**config.mk**
```make
export PLATFORM = sky130hd
export DESIGN_NAME = wb_spi_sram
export DESIGN_NICKNAME = d
export VERILOG_FILES = /design/src/rtl/wb_spi_sram_pkg.sv /design/src/rtl/wb_spi_sram_shifter.sv /design/src/rtl/wb_spi_sram.sv
export SDC_FILE = /design/constraint.sdc
export NUM_CORES = 1
export LEC_CHECK = 0
export ABC_AREA = 1
export ABC_CLOCK_PERIOD_IN_PS = 2800
export BUFFER_PORTS_ARGS = -buffer_cell sky130_fd_sc_hd__buf_2
export CORE_ASPECT_RATIO = 1.25
export CORE_UTILIZATION = 52
export CTS_CLUSTER_SIZE = 28
export DETAILED_ROUTE_END_ITERATION = 7
export GPL_TIMING_DRIVEN = 0
export PLACE_DENSITY_LB_ADDON = 0.12
export SLEW_MARGIN = 0
export SYNTH_ARGS = -nofsm -noshare
export SYNTH_HDL_FRONTEND = slang
export SYNTH_HIERARCHICAL = 1
export SYNTH_SLANG_ARGS = --single-unit
```
**constraint.sdc**
```tcl
create_clock -name clk_i -period 2.8 [get_ports clk_i]
set_clock_uncertainty 0.2 [all_clocks]
set_input_delay 0.14 -clock clk_i [delete_from_list [all_inputs] [get_ports clk_i]]
set_output_delay 0.14 -clock clk_i [all_outputs]
set_load 0.01 [all_outputs]
```
**src/rtl/wb_spi_sram_pkg.sv**
```systemverilog
// Shared types for the Wishbone-to-serial-SRAM bridge: FSM state encoding,
// SPI opcodes, Wishbone CTI/BTE codes and a burst-type helper.
package wb_spi_sram_pkg;

    typedef enum logic [2:0] {
        ST_IDLE,
        ST_CMD,
        ST_ADDR,
        ST_DATA,
        ST_ACK,
        ST_WAIT,
        ST_DESEL
    } state_t;

    localparam logic [7:0] SPI_OP_READ  = 8'h03;
    localparam logic [7:0] SPI_OP_WRITE = 8'h02;

    localparam logic [2:0] CTI_CLASSIC = 3'b000;
    localparam logic [2:0] CTI_INCR    = 3'b010;
    localparam logic [2:0] CTI_EOB     = 3'b111;
    localparam logic [1:0] BTE_LINEAR  = 2'b00;

    function automatic logic is_lin_incr(logic [2:0] cti, logic [1:0] bte);
        return (cti == CTI_INCR) && (bte == BTE_LINEAR);
    endfunction

endpackage

```
**src/rtl/wb_spi_sram_shifter.sv**
```systemverilog
// SPI mode-0 shift engine: loads up to 32 MSB-aligned bits and a bit count,
// drives sck/mosi at clk/2 and samples miso at the end of each high phase.
// Ports: i_load/i_data/i_bits start a stream, i_abort kills it,
// o_done flags the last bit's closing edge, o_rx is the received byte
// including the miso bit sampled on that edge.
module spi_shifter
    import wb_spi_sram_pkg::*;
(
    input  logic        clk_i,
    input  logic        rst_i,
    input  logic        i_load,
    input  logic        i_abort,
    input  logic [31:0] i_data,
    input  logic [5:0]  i_bits,
    input  logic        i_miso,
    output logic        o_sck,
    output logic        o_mosi,
    output logic        o_done,
    output logic [7:0]  o_rx
);

    logic [31:0] r_shift;
    logic [5:0]  r_cnt;
    logic        r_ph;
    logic [7:0]  r_rx;
    logic        w_busy;

    assign w_busy = (r_cnt != 6'd0);
    assign o_sck  = w_busy & r_ph;
    assign o_mosi = w_busy & r_shift[31];
    assign o_done = w_busy & r_ph & (r_cnt == 6'd1);
    assign o_rx   = {r_rx[6:0], i_miso};

    // A load on the closing edge of the last bit takes priority, so the
    // next stream starts with no idle bit period in between.
    always_ff @(posedge clk_i) begin
        if (rst_i || i_abort) begin
            r_shift <= '0;
            r_cnt   <= '0;
            r_ph    <= 1'b0;
            r_rx    <= '0;
        end else if (i_load) begin
            r_shift <= i_data;
            r_cnt   <= i_bits;
            r_ph    <= 1'b0;
        end else if (w_busy) begin
            if (r_ph) begin
                r_shift <= {r_shift[30:0], 1'b0};
                r_rx    <= o_rx;
                r_cnt   <= r_cnt - 6'd1;
            end
            r_ph <= ~r_ph;
        end
    end

endmodule

```
**src/rtl/wb_spi_sram.sv**
```systemverilog
// Wishbone B4 slave bridging 8-bit single/burst accesses onto a 23LC1024-class
// SPI SRAM (mode 0, sequential). Ports: wbs_* Wishbone slave, spi_* SRAM bus.
// Macro WB_SPI_SRAM_BURST_EN keeps linear incrementing bursts in one cs_n window.
module wb_spi_sram
    import wb_spi_sram_pkg::*;
#(
    parameter int ADDR_WIDTH      = 24,
    parameter int DATA_WIDTH      = 8,
    parameter int SEL_WIDTH       = DATA_WIDTH / 8,
    parameter int DESELECT_CYCLES = 2
) (
    input  logic                  clk_i,
    input  logic                  rst_i,
    input  logic                  wbs_cyc_i,
    input  logic                  wbs_stb_i,
    input  logic                  wbs_we_i,
    input  logic [ADDR_WIDTH-1:0] wbs_adr_i,
    input  logic [SEL_WIDTH-1:0]  wbs_sel_i,
    input  logic [DATA_WIDTH-1:0] wbs_dat_i,
    input  logic [2:0]            wbs_cti_i,
    input  logic [1:0]            wbs_bte_i,
    output logic                  wbs_ack_o,
    output logic                  wbs_rty_o,
    output logic                  wbs_err_o,
    output logic [DATA_WIDTH-1:0] wbs_dat_o,
    output logic                  spi_sck_o,
    output logic                  spi_cs_n_o,
    output logic                  spi_mosi_o,
    input  logic                  spi_miso_i
);

    state_t                r_state;
    state_t                w_next;
    logic [ADDR_WIDTH-1:0] r_adr;
    logic                  r_we;
    logic [DATA_WIDTH-1:0] r_dat;
    logic [DATA_WIDTH-1:0] r_dat_o;
    logic [7:0]            r_dcnt;
    logic                  w_req;
    logic                  w_load;
    logic                  w_abort;
    logic [31:0]           w_ld_data;
    logic [5:0]            w_ld_bits;
    logic                  w_done;
    logic [7:0]            w_rx;
    logic                  w_unused;

`ifdef WB_SPI_SRAM_BURST_EN
    logic                  r_burst;
    logic [ADDR_WIDTH-1:0] w_adr_inc;
    logic                  w_cont;

    // Address increment wraps naturally at 2^ADDR_WIDTH.
    assign w_adr_inc = r_adr + 1'b1;
    assign w_cont    = (wbs_adr_i == w_adr_inc) && (wbs_we_i == r_we);
    assign w_unused  = ^wbs_sel_i;
`else
    assign w_unused  = ^{wbs_sel_i, wbs_cti_i, wbs_bte_i};
`endif

    assign w_req      = wbs_cyc_i & wbs_stb_i;
    assign wbs_ack_o  = (r_state == ST_ACK);
    assign wbs_rty_o  = 1'b0;
    assign wbs_err_o  = 1'b0;
    assign wbs_dat_o  = r_dat_o;
    assign spi_cs_n_o = (r_state == ST_IDLE) || (r_state == ST_DESEL);

    spi_shifter u_shifter (
        .clk_i   (clk_i),
        .rst_i   (rst_i),
        .i_load  (w_load),
        .i_abort (w_abort),
        .i_data  (w_ld_data),
        .i_bits  (w_ld_bits),
        .i_miso  (spi_miso_i),
        .o_sck   (spi_sck_o),
        .o_mosi  (spi_mosi_o),
        .o_done  (w_done),
        .o_rx    (w_rx)
    );

    always_comb begin
        w_next    = r_state;
        w_load    = 1'b0;
        w_abort   = 1'b0;
        w_ld_data = '0;
        w_ld_bits = '0;
        unique case (r_state)
            ST_IDLE: begin
                if (w_req) begin
                    w_next    = ST_CMD;
                    w_load    = 1'b1;
                    w_ld_data = {wbs_we_i ? SPI_OP_WRITE : SPI_OP_READ, 24'h0};
                    w_ld_bits = 6'd8;
                end
            end
            ST_CMD: begin
                if (!wbs_cyc_i) begin
                    w_next  = ST_DESEL;
                    w_abort = 1'b1;
                end else if (w_done) begin
                    w_next    = ST_ADDR;
                    w_load    = 1'b1;
                    w_ld_data = 32'(r_adr) << (32 - ADDR_WIDTH);
                    w_ld_bits = 6'(ADDR_WIDTH);
                end
            end
            ST_ADDR: begin
                if (!wbs_cyc_i) begin
                    w_next  = ST_DESEL;
                    w_abort = 1'b1;
                end else if (w_done) begin
                    // Reads shift out zeros while the SRAM drives miso.
                    w_next    = ST_DATA;
                    w_load    = 1'b1;
                    w_ld_data = {r_dat & {DATA_WIDTH{r_we}}, 24'h0};
                    w_ld_bits = 6'd8;
                end
            end
            ST_DATA: begin
                if (!wbs_cyc_i) begin
                    w_next  = ST_DESEL;
                    w_abort = 1'b1;
                end else if (w_done) begin
                    w_next = ST_ACK;
                end
            end
            ST_ACK: begin
                w_next = ST_DESEL;
`ifdef WB_SPI_SRAM_BURST_EN
                if (r_burst) begin
                    w_next = ST_WAIT;
                end
`endif
            end
            ST_WAIT: begin
`ifdef WB_SPI_SRAM_BURST_EN
                // cs_n stays low; a sequential beat jumps straight to DATA.
                if (!wbs_cyc_i) begin
                    w_next = ST_DESEL;
                end else if (wbs_stb_i) begin
                    if (w_cont) begin
                        w_next    = ST_DATA;
                        w_load    = 1'b1;
                        w_ld_data = {wbs_dat_i & {DATA_WIDTH{wbs_we_i}}, 24'h0};
                        w_ld_bits = 6'd8;
                    end else begin
                        w_next = ST_DESEL;
                    end
                end
`else
                w_next = ST_DESEL;
`endif
            end
            ST_DESEL: begin
                if (r_dcnt == 8'(DESELECT_CYCLES - 1)) begin
                    w_next = ST_IDLE;
                end
            end
            default: w_next = ST_IDLE;
        endcase
    end

    always_ff @(posedge clk_i) begin
        if (rst_i) begin
            r_state <= ST_IDLE;
            r_adr   <= '0;
            r_we    <= 1'b0;
            r_dat   <= '0;
            r_dat_o <= '0;
            r_dcnt  <= '0;
`ifdef WB_SPI_SRAM_BURST_EN
            r_burst <= 1'b0;
`endif
        end else begin
            r_state <= w_next;
            r_dcnt  <= (r_state == ST_DESEL) ? r_dcnt + 8'd1 : 8'd0;
            if (r_state == ST_IDLE && w_req) begin
                r_adr <= wbs_adr_i;
                r_we  <= wbs_we_i;
                r_dat <= wbs_dat_i;
`ifdef WB_SPI_SRAM_BURST_EN
                r_burst <= is_lin_incr(wbs_cti_i, wbs_bte_i);
`endif
            end
`ifdef WB_SPI_SRAM_BURST_EN
            if (r_state == ST_WAIT && w_next == ST_DATA) begin
                r_adr   <= wbs_adr_i;
                r_dat   <= wbs_dat_i;
                r_burst <= is_lin_incr(wbs_cti_i, wbs_bte_i);
            end
`endif
            if (r_state == ST_DATA && w_next == ST_ACK && !r_we) begin
                r_dat_o <= w_rx;
            end
        end
    end

endmodule
```
After elaboration in Yosys (flattened, before gate mapping)
Index checks and enable logic that the tools add are counted.
{"block": "totals", "inputBits": 44, "wordCells": 80, "out_inout_bits": 14, "regBits": 98}
{"block": "classes", "bitwise_logic": 8, "n_reduce_logical": 17, "n_eq_ne": 9, "n_mux": 34, "n_addsub": 2}
{"op": "32-bit two-way mux", "n": 7}
{"op": "32-bit case mux with 3 select lines", "n": 1}
{"op": "26-bit two-way mux", "n": 1}
{"op": "3-bit two-way mux", "n": 8}
{"op": "6-bit two-way mux", "n": 3}
{"op": "3-bit case mux with 6 select lines", "n": 1}
{"op": "5-bit case mux with 3 select lines", "n": 1}
{"op": "3-bit == test, second input constant", "n": 4}
{"op": "4-bit two-way mux", "n": 3}
{"op": "5-bit two-way mux", "n": 2}
{"op": "8-bit by 1-bit adder with 8-bit output, second input constant", "n": 1}
{"op": "8-bit AND", "n": 1}
{"op": "8-bit by 1-bit == test with 1-bit output, second input constant", "n": 1}
{"op": "2-bit OR reduction", "n": 4}
{"op": "3-bit by 2-bit == test with 1-bit output, second input constant", "n": 2}
{"op": "6-bit by 1-bit == test with 1-bit output, second input constant", "n": 1}
{"op": "1-bit two-way mux", "n": 6}
{"op": "6-bit nonzero test", "n": 1}
{"op": "6-bit by 1-bit subtractor with 6-bit output, second input constant", "n": 1}
{"op": "1-bit AND", "n": 4}
{"op": "2-bit nonzero test", "n": 2}
{"op": "3-bit by 1-bit == test with 1-bit output, second input constant", "n": 1}
{"op": "1-bit logical AND", "n": 3}
{"op": "3-bit logical NOT", "n": 1}
{"op": "7 further kinds", "n": 10}

Depth between registers and ports, before layout
{"block": "depth", "depth_word": 9, "ltp_mapped": 16}

Cells and area by module
Netlist, hierarchy kept.
{"module": "wb_spi_sram", "area_per_inst_um2": 2399.8, "instances": 1, "cells_each": 331, "seq_area_each_um2": 1041.0}
{"module": "spi_shifter", "area_per_inst_um2": 2250.9, "instances": 1, "cells_each": 332, "seq_area_each_um2": 920.9}

Worst setup path after synthesis
Ideal clock, no wire load.
{"block": "synth_path", "path_type": "reg2reg", "from": "register u_shifter.r_cnt[0]", "to": "register u_shifter.r_cnt[3]", "required_time_ps": 2490, "setup_slack_ps": 112, "arrival_ps": 2378, "stages_incl_launch_ff": 17, "path_cell_list": "dfxtp_1 -> inv_1 -> ha_1 -> nand3_4 -> nand2_4 -> buf_2 -> nor2_1 -> nand2_1 -> o31ai_1 -> clkbuf_1 -> nor2_1 -> nand2_1 -> inv_2 -> nand2_1 -> nand3_1 -> nand2_1 -> inv_1"}
{"block": "synth_via", "elab_chain_cells": 8, "elab_cells_between_ends": 19, "cone_classes": "add/sub: 1; eq/ne: 1; mux: 11; bitwise: 2; reduce/logical: 4"}
{"element": "start: declaration", "line_no": "wb_spi_sram_shifter.sv:23", "text": "logic [5:0] r_cnt;"}
{"element": "start signal: assignment", "line_no": "wb_spi_sram_shifter.sv:44", "text": "r_cnt <= i_bits;"}
{"element": "start signal: assignment", "line_no": "wb_spi_sram_shifter.sv:50", "text": "r_cnt <= r_cnt - 6'd1;"}
{"element": "6-bit nonzero test", "line_no": "wb_spi_sram_shifter.sv:28", "text": "assign w_busy = (r_cnt != 6'd0);"}
{"element": "1-bit AND", "line_no": "wb_spi_sram_shifter.sv:31", "text": "assign o_done = w_busy & r_ph & (r_cnt == 6'd1);"}
{"element": "1-bit AND (*)", "line_no": "wb_spi_sram_shifter.sv:31"}
{"element": "via w_done", "line_no": "wb_spi_sram.sv:44", "text": "logic w_done;"}
{"element": "1-bit two-way mux (*)", "line_no": "wb_spi_sram.sv:101, wb_spi_sram.sv:112"}
{"element": "1-bit two-way mux (*)", "line_no": "wb_spi_sram.sv:109", "text": "if (!wbs_cyc_i) begin"}
{"element": "1-bit case mux with 2 select lines (*)", "line_no": "wb_spi_sram.sv:88", "text": "unique case (r_state)"}
{"element": "via w_load", "line_no": "wb_spi_sram.sv:40", "text": "logic w_load;"}
{"element": "2-bit nonzero test (no source line)"}
{"element": "2-bit AND reduction (no source line)"}
Mark *: on every way through the listed nets, which the timed path passes. The rest lies on a longest branch. The select of a mux whose other input is x is not followed.
A chain may end at the register's enable or synchronous reset.

Final worst setup path
{"block": "layout_path", "from": "register u_shifter.r_cnt[0]", "to": "register u_shifter.r_shift[2]"}
{"block": "layout_via", "elab_chain_cells": 8, "elab_cells_between_ends": 11, "cone_classes": "eq/ne: 1; mux: 4; bitwise: 2; reduce/logical: 4"}
{"element": "6-bit nonzero test", "line_no": "wb_spi_sram_shifter.sv:28"}
{"element": "1-bit AND", "line_no": "wb_spi_sram_shifter.sv:31"}
{"element": "1-bit AND (*)", "line_no": "wb_spi_sram_shifter.sv:31"}
{"element": "via w_done", "line_no": "wb_spi_sram.sv:44"}
{"element": "1-bit two-way mux (*)", "line_no": "wb_spi_sram.sv:101, wb_spi_sram.sv:112"}
{"element": "1-bit two-way mux (*)", "line_no": "wb_spi_sram.sv:109"}
{"element": "1-bit case mux with 2 select lines (*)", "line_no": "wb_spi_sram.sv:88"}
{"element": "via w_load", "line_no": "wb_spi_sram.sv:40"}
{"element": "2-bit nonzero test (no source line)"}
{"element": "2-bit AND reduction (no source line)"}
{"element": "end signal: assignment", "line_no": "wb_spi_sram_shifter.sv:43", "text": "r_shift <= i_data;"}
{"element": "end signal: assignment", "line_no": "wb_spi_sram_shifter.sv:48", "text": "r_shift <= {r_shift[30:0], 1'b0};"}
{"element": "end: declaration", "line_no": "wb_spi_sram_shifter.sv:22", "text": "logic [31:0] r_shift;"}
Mark *: on every way through the listed nets, which the timed path passes. The rest lies on a longest branch.

==> qor.yml <==
worst_setup_path:
  worstPathArrival_ns: 2.71
  crit_start: "u_shifter/r_cnt[0]"
  crit_required_ns: 2.83
  crit_end: "u_shifter/r_shift[2]"
  path_class: "reg2reg"
  start_kind: "flip-flop"
  worst_r2r_startpoint: "u_shifter/r_cnt[0]"
  r2r-end: "u_shifter/r_shift[2]"
  path_max_fanout: 10
  r2r_setup_slack_ns: 0.12
  end_kind: "flip-flop"
  reg2reg_depth: 14
die:
  die-height_um: 108
  core_um2: 8700
  initial_utilization: 0.535
  io_pins: 58
  die_area_um2: 9330
  row_count: 38
  die-width_um: 86.6
route:
  vias: 4579
  wl_per_cell_um: 12.9
  wl_um: 11600
  dr.pass1.iters: 4
  ant_nets: 0
  drc: 0
  routed_via_density: 5.09
  drt_iter0_markers: 228
grt:
  grt_overflow: 0
  grt_antenna_before_repair: 0
  grtUsageTotal: 0.256
  grt_pass1_vias: 4280
  grt_pass1_wl_um: 19000
  grt_max_degree: 15
synth:
  synth_top_cell_by_area: "dfxtp_1"
  ys_top_cells_by_area: "dfxtp_1 (42%), nand2_1 (9.5%), a21oi_1 (7.9%), inv_1 (6.6%), nor2_1 (5.3%)"
  ys_seq_elements: 98
  yosysSeqAreaShare: 0.422
  avgSynthCellArea_um2: 7.01
  netlist.area_leader.share: 0.422
  ys.flop_type: "dfxtp_1"
  syn-cell-area_um2: 4650
  yosysWarnings: 6
  ys_types: 39
  synth_edf_count: 0
  async_flop_share: 0
  netlist_instances: 663
finish:
  postLayoutCellArea_um2: 5730
  area_growth_syn_to_layout_pct: 23.2
  num-fill-cells: 776
  final_cell_mix: "nand2_1 (115), dfxtp_1 (96), inv_1 (82)"
  fin_nets: 823
  final_common_cell: "nand2_1"
  finalNonFillerCells: 899
  antennaDiodeCount: 0
  multi_input_area_um2: 2220
  regArea_um2: 1970
  layout-drive-gt1-share: 0.163
sta:
  final-setup-viol-count: 0
  max_freq_ghz: 0.373
  relSlewSlack: 0.656
  finalCriticalPeriod_ns: 2.68
  fin_setup_tns_ns: 0
  period_share: 0.957
  worst_slack_ns: 0.120
  hold_violations: 0
  report.final.slew_viol_count: 0
  tightest_slew_ns: 0.516
outcome:
  status: "finished, final reports clean"
cts:
  clkLatencyLatePin_ns: 0.36
  path_clk_slew_ns: 0.09
  cts_root_buf: "clkbuf_8"
  cts_sinks: 98
  cts_tree: "built"
  cts-htree-levels: 3
  cts_buffers: 9
  cts_buffer_depth: 2
placed_design:
  dp_hpwl_um: 7980
  place.gp.congestion: 0.873
  place_area_um2: 5090
  pre_cts_ws_ns: -0.630
  port-buffer-count: 48
  dpl.cell_count: 844
pwr:
  p_per_area_nw_per_um2: 718
  p_leak_nw: 2.50
  finalPower_w: 0.00411
  vdd_drop_max_mv: 0.333
job:
  maxCapViolations: 0
min_path:
  hp-class: "in2reg"
[worst min-delay path by stage]
stage          depth (start not counted)  slack, ns          to     startpoint
2_1_floorplan                          1      0.009  r_state[0]          rst_i
3_3_place_gp                           3       0.17   r_adr[16]  wbs_adr_i[16]
3_5_place_dp                           3       0.17   r_adr[16]  wbs_adr_i[16]
4_1_cts                                5       0.02   r_adr[16]      wbs_stb_i
5_1_grt                                5       0.06   r_adr[16]      wbs_stb_i
6_report                               5       0.02   r_adr[16]      wbs_stb_i
[state kept, by name (all words and copies together), names as in the netlist]
signal	count
u_shifter/r_ph	1
r_adr	24
wbs_dat_o	8
u_shifter/r_rx	7
u_shifter/r_shift	32
r_dat	8
r_state	3
r_we	1
r_dcnt	8
u_shifter/r_cnt	6
[kinds of logic (layout without fill, tap and decap cells)]
kind of cell / after synthesis / count (layout) / synth area share
flops: 98 / 98 / 0.422
xor+xnor: 2 / 2 / 0.00377
buf+inv: 133 / 236 / 0.120
compound gates: 155 / 155 / 0.181
simple gates: 269 / 269 / 0.260
fa+ha+maj: 5 / 5 / 0.0135
other cells: 1 / 14 / 0.000806
[metrics by stage]
step	hold slack (ns)	utilization
2_1_floorplan	0.00907	-
3_3_place_gp	0.171	0.585
3_5_place_dp	0.173	0.585
4_1_cts	0.0216	0.653
5_1_grt	0.0631	0.658
6_report	0.0233	0.658
[what timing repair did]
action                                  in CTS  in global routing
hold buffers                                35                  0
pin swaps                                    1                  2
gates resized for setup                     20                 15
endpoints found under the setup margin      46                 53
buffers inserted                             1                  3
hold endpoints to repair                    38                  0
[critical path, stage by stage (launching register included)]
cell	delay [ns]
dfxtp_4	0.38
inv_1	0.07
ha_1	0.23
nand3_4	0.12
nand2_4	0.07
buf_4	0.18
nor2_4	0.14
nand2_4	0.11
o31ai_2	0.25
buf_4	0.19
inv_1	0.08
clkbuf_4	0.19
buf_4	0.19
nand3_1	0.10
a21oi_1	0.07
[Yosys cell counts (3+ instances only)]
| master | n |
|---|---|
| inv_1 | 82 |
| nor2_1 | 66 |
| a21oi_1 | 73 |
| o32ai_1 | 3 |
| nand3_1 | 47 |
| buf_4 | 4 |
| dfxtp_1 | 98 |
| inv_2 | 8 |
| ha_1 | 5 |
| nor2_2 | 6 |
| o21ai_0 | 30 |
| nor3_1 | 11 |
| a31oi_1 | 23 |
| buf_2 | 8 |
| buf_6 | 4 |
| clkbuf_1 | 24 |
| o22ai_1 | 3 |
| nand2_1 | 118 |
| o21ai_1 | 16 |
| nand2_2 | 3 |
| nand4_1 | 10 |
[cell type report]
class / instances / area share
inverters: 92 / 0.0607
clock buffers: 14 / 0.0301
flip-flops and latches: 98 / 0.343
well taps: 120 / 0.0262
multi-input cells: 445 / 0.388
clock inverters: 2 / 0.00175
repair buffers: 87 / 0.108
plain buffers: 41 / 0.0417
[routing by layer]
metal / routed length [um] / vias up / global-route usage
met3: 290 / 17 / 0.0360
met5: 0 / - / 0
li1: - / 2363 / -
met4: 191 / 0 / 0.0881
met2: 6020 / 76 / 0.477
met1: 5100 / 2123 / 0.296
[power by group]
| part | internal (W) | switching, W |
|---|---|---|
| registers | 0.00157 | 0.000103 |
| clock network | 0.000395 | 0.000476 |
| logic | 0.000542 | 0.00102 |
No activity file was read; power rests on OpenSTA's default activity.
